File: src/rtl/writepixels.sv
// writepixels: byte-serial transmitter for the PMOD LED-array driver.
// Each accepted byte is framed as START, eight LSB-first data bits
// (clock low then clock high per bit) and a three-phase stop sequence,
// with every phase lasting CLK_DIV system clocks.
//
// Handshake: the byte on value is taken at a rising CLK edge where
// valid=1 and busy=0. busy rises on that same edge and falls on the edge
// that ends the frame. Requests made while busy=1 are dropped, not queued.
module writepixels #(
    parameter int CLK_DIV = 4
) (
    input  logic       CLK,
    input  logic       RST_N,
    input  logic       valid,
    input  logic [7:0] value,
    output logic       o_sclk,
    output logic       o_sdata,
    output logic       busy
);

    typedef enum logic [2:0] {
        IDLE   = 3'd0,
        START  = 3'd1,
        BIT_LO = 3'd2,
        BIT_HI = 3'd3,
        STOP_A = 3'd4,
        STOP_B = 3'd5,
        STOP_C = 3'd6
    } state_t;

    // Terminal count of the phase counter; a phase is CLK_DIV cycles long.
    localparam logic [7:0] PHASE_LAST = 8'(CLK_DIV - 1);

    state_t     state_q, state_d;
    logic [7:0] phase_q, phase_d;
    logic [2:0] bit_q,   bit_d;
    logic [7:0] shift_q, shift_d;
    logic       sclk_d,  sdata_d, busy_d;
    logic       phase_end;
    logic [2:0] bit_nxt;

    assign phase_end = (phase_q == PHASE_LAST);
    assign bit_nxt   = bit_q + 3'd1;

    // State, counters, shift register and the registered line levels.
    always_ff @(posedge CLK or negedge RST_N) begin
        if (!RST_N) begin
            state_q <= IDLE;
            phase_q <= 8'd0;
            bit_q   <= 3'd0;
            shift_q <= 8'd0;
            o_sclk  <= 1'b1;
            o_sdata <= 1'b1;
            busy    <= 1'b0;
        end else begin
            state_q <= state_d;
            phase_q <= phase_d;
            bit_q   <= bit_d;
            shift_q <= shift_d;
            o_sclk  <= sclk_d;
            o_sdata <= sdata_d;
            busy    <= busy_d;
        end
    end

    // Next state plus the line levels of the state being entered, so the
    // outputs only move on phase boundaries and never glitch.
    always_comb begin
        state_d = state_q;
        phase_d = phase_q;
        bit_d   = bit_q;
        shift_d = shift_q;
        sclk_d  = o_sclk;
        sdata_d = o_sdata;
        busy_d  = busy;

        if (state_q == IDLE) begin
            phase_d = 8'd0;
            sclk_d  = 1'b1;
            sdata_d = 1'b1;
            busy_d  = 1'b0;
            if (valid) begin
                shift_d = value;
                state_d = START;
                busy_d  = 1'b1;
                sdata_d = 1'b0;
            end
        end else if (!phase_end) begin
            phase_d = phase_q + 8'd1;
        end else begin
            phase_d = 8'd0;
            case (state_q)
                START: begin
                    state_d = BIT_LO;
                    sclk_d  = 1'b0;
                    sdata_d = shift_q[bit_q];
                end
                BIT_LO: begin
                    state_d = BIT_HI;
                    sclk_d  = 1'b1;
                end
                BIT_HI: begin
                    sclk_d = 1'b0;
                    if (bit_q == 3'd7) begin
                        // Bit index wraps only here, at the end of the byte.
                        state_d = STOP_A;
                        bit_d   = 3'd0;
                        sdata_d = 1'b0;
                    end else begin
                        state_d = BIT_LO;
                        bit_d   = bit_nxt;
                        sdata_d = shift_q[bit_nxt];
                    end
                end
                STOP_A: begin
                    state_d = STOP_B;
                    sclk_d  = 1'b1;
                    sdata_d = 1'b0;
                end
                STOP_B: begin
                    state_d = STOP_C;
                    sclk_d  = 1'b1;
                    sdata_d = 1'b1;
                end
                STOP_C: begin
                    state_d = IDLE;
                    sclk_d  = 1'b1;
                    sdata_d = 1'b1;
                    busy_d  = 1'b0;
                end
                default: begin
                    state_d = IDLE;
                    bit_d   = 3'd0;
                    sclk_d  = 1'b1;
                    sdata_d = 1'b1;
                    busy_d  = 1'b0;
                end
            endcase
        end
    end

endmodule

File: config.mk
export PLATFORM = sky130hd
export DESIGN_NAME = writepixels
export DESIGN_NICKNAME = d
export VERILOG_FILES = /design/src/rtl/writepixels.sv
export SDC_FILE = /design/constraint.sdc
export NUM_CORES = 1
export LEC_CHECK = 0
export CORE_UTILIZATION = 35
export CTS_CLUSTER_SIZE = 8
export DETAILED_ROUTE_END_ITERATION = 7
export HOLD_SLACK_MARGIN = 0.12
export PLACE_DENSITY_LB_ADDON = 0.15
export SETUP_SLACK_MARGIN = 0.1
export SYNTH_ARGS = -nofsm -noshare
export SYNTH_HDL_FRONTEND = slang
export SYNTH_SLANG_ARGS = --single-unit
File: constraint.sdc
create_clock -name CLK -period 3.65 [get_ports CLK]
set_input_delay 0.73 -clock CLK [delete_from_list [all_inputs] [get_ports CLK]]
set_output_delay 0.73 -clock CLK [all_outputs]
set_load 0.005 [all_outputs]
==> summary.md <==
| Metric | Value |
|---|---|
| Critical-path top delay cell | `dfrtp_1` |
| Antenna violation net count after detailed routing | `0` |
| CP Buf/Inv Count | `0` |
| Sequential element share of the synthesized area | `0.466` |
| Yosys reg bits | `25` |
| DR WL/cell | `13.8 um` |
| GPL Wtd Cong | `0.731` |
| Max VDD drop | `0.132 mV` |
| Clk sinks | `25` |
| GRT Overall Usage | `0.142` |
| DRC | `0` |
| Min-delay worst type | `reg -> reg` |
| Fin. max-slew vios | `0` |
| CTS clock-pin slew for the worst setup and hold paths | `0.09 ns` |
| Layout cells sized above 1 | `0.132` |
| Fillers | `369` |
| Final instance area | `1560 um^2` |
| Critical path's largest stage delay | `0.43 ns` |
| Storage cell area | `628 um^2` |
| Combinational power share | `0.037` |
| Vias in the first global route | `938` |
| Nets@finish | `145` |
| CP Launch Type | `flop` |
| Outcome | `completed` |
| Power share of the clock group | `0.361` |
| Largest net degree at the start of global routing | `26` |
| R2r endpoint | `bit_q[0]` |
| Area contributors post-synth | `dfrtp_1 43%, mux4_1 7.8%, mux2_2 6.7%` |
| CTS tree | `yes` |
| CTS Hold Bufs | `0` |
| Yosys warnings | `0` |
| N_diodes | `0` |
| Sw Share | `0.206` |
| Slew at the pin with the worst max-slew slack | `0.454 ns` |
| Post-DP Area | `1520 um^2` |
| Synth unique cells | `38` |
| Die Ht | `64.1 um` |
| CP Class | `reg -> reg` |
| Post-Synthesis Cells | `117` |
| Area Overhead vs Synth | `15.9%` |
| Hold path startpoint | `shift_q[4]` |
| Vias | `923` |
| Most common cell after layout, fill and taps aside | `dfrtp_1` |
| Initial antenna violation count | `0` |
| Hold Crit Endpoint | `shift_q[4]` |
| Final setup fails | `0` |
| Resized cells post-CTS | `0` |
| First-pass GRT wire length | `4.42 mm` |
| Worst Setup End Kind | `flop` |
| RR Startpoint | `phase_q[0]` |
| Yosys top cell by area | `dfrtp_1` |
| Flop pwr share | `0.602` |
| Syn Nets | `132` |
| Endpoints failing hold | `0` |
| Top Family by Delay on Critical Path | `simple AND/OR/NAND/NOR gates` |
| Final worst-path cycle share | `0.558` |
| Core Area | `3690 um^2` |
| Critical path, cell by cell | `ha_1 > nor4b_4 > nand2_1 > nor2_1 > mux2_1` |
| Area of the multi-input gates | `679 um^2` |
| Final setup TNS | `0 ns` |
| HPWL after DPL | `1.69 mm` |
| Fmax | `0.491 GHz` |
| Final min period | `2.03 ns` |
| PD cells | `295 nW/um^2` |
| Row Count | `22` |
| Worst clock skew | `0.00584 ns` |
| Die X | `64.1 um` |
| IO Pins | `14` |
| Hold-critical path depth | `1` |
| P_leak | `0.000721 uW` |
| Max Cap Violations | `0` |
| Worst slew margin | `0.697` |
| Crit Path Max Fanout | `11` |
| Initial Util | `0.365` |
| DRT Pass-1 Iters | `4` |
| Vias/cell | `5.21` |
| Grt ovf | `0` |
| Most frequent cells in the layout | `23 x dfrtp_1, 13 x clkdlybuf4s50_1, 9 x nor2_1, 8 x mux2_2` |
| P_int | `365 uW` |
| Clock tree buffer depth | `2` |
| Net switching power | `94.8 uW` |
| Die area | `4100 um^2` |
| Post-CTS setup buffers | `0` |
| Reg2reg path depth | `5` |
| H-tree depth | `1` |
| Clk root buf | `clkbuf_8` |
| Total wire length | `2.44 mm` |
| R2r setup slk | `1.62 ns` |
| 1st-iter DRT viols | `27` |
| Post-synthesis area per instance | `11.5 um^2` |
| Clock Latency Late Sink | `0.27 ns` |
| Total CTS buffers | `3` |
| CP required | `3.81 ns` |
| Post-Syn Area | `1350 um^2` |
| Post-synth top area share | `0.427` |
| RSZ-0062 raised after global routing | `false` |
| Worst EP arrival | `2.19 ns` |
| Port Buffers | `13` |
==> sequential cells by signal (all words and copies together) (netlist names) <==
name and flops:
o_sdata 1, bit_q 3, state_q 3, busy 1, phase_q 8, shift_q 8
o_sclk 1
==> Yosys cell counts <==
master and count:
inv_1 3, o21ai_0 6, nand2b_1 2, nor3b_1 1
dfrtp_1 23, buf_4 1, mux4_1 4, clkbuf_1 3
nor2_1 9, ha_1 4, mux2i_1 2, xor2_1 5
o41ai_1 1, o21ai_1 1, or4_1 1, o311ai_1 1
dfstp_2 2, a211oi_1 1, nor2b_1 3, o22a_1 1
a31oi_1 1, xnor2_1 1, nand3_1 6, o211ai_1 1
a21bo_1 1, mux2_2 8, mux2_1 2, buf_2 2
nand2_1 5, or3_1 2, nand3b_1 1, nor4b_4 1
nand4_1 1, a31o_2 2, nor3_1 2, a21oi_1 3
and2_1 1, and3_1 3
==> worst reg2reg max path, stage by stage (launching register included) <==
cell	delay [ns]
dfrtp_1	0.43
ha_1	0.28
nor4b_4	0.30
nand2_1	0.30
nor2_1	0.26
mux2_1	0.34
==> routing by layer <==
metal / up-vias / GRT usage / part of all wire
met3: 5 / 0.0214 / 0.029
met5: - / 0 / 0
met2: 16 / 0.233 / 0.45
met4: 0 / 0.0597 / 0.018
met1: 450 / 0.185 / 0.50
li1: 452 / - / -
==> final cells by class <==
type / count / share of cell area
Sequential cell: 25 / 0.402
Inverter: 3 / 0.00721
Clock buffer: 4 / 0.0288
Tap cell: 48 / 0.0385
Timing Repair Buffer: 14 / 0.0881
Multi-Input combinational cell: 83 / 0.435
==> kinds of logic (layout without fill, tap and decap cells) <==
kind of cell	Yosys count	count (layout)	synth area share
simple gates	38	38	0.159
flops	25	25	0.466
mux	16	16	0.176
xor+xnor	6	6	0.0390
buf+inv	9	21	0.0297
fa+ha+maj	4	4	0.0371
compound gates	19	19	0.0929
==> power by group through the flow <==
stage,logic (uW),clock network (uW),registers (uW)
CTS,18.1,172,277
detailed placement,17.8,0,282
floorplan,0.535,0,282
global placement,17.5,0,282
global route,19.2,186,277
finish,17.2,166,277
==> worst max-delay path by stage <==
stage / start / endpoint / slack [ns] / cells past startpoint
global placement: valid / shift_q[7] / 1.37 / 4
finish: phase_q[0] / bit_q[0] / 1.62 / 5
global route: phase_q[0] / bit_q[1] / 1.44 / 5
CTS: valid / shift_q[7] / 1.60 / 4
detailed placement: valid / shift_q[7] / 1.33 / 4
floorplan: valid / shift_q[0] / 2.02 / 4
==> per-stage QoR <==
step	power (uW)	cells	hold slack (ns)	util	worst slack, ns
after global placement	300	173	0.506	0.411	1.37
after global routing	482	177	0.556	0.423	1.44
after floorplan	283	117	0.434	-	2.02
after detailed placement	300	173	0.505	0.411	1.33
after CTS	467	177	0.522	0.423	1.60
final	460	177	0.529	0.423	1.62
(Power assumes the default switching activity.)
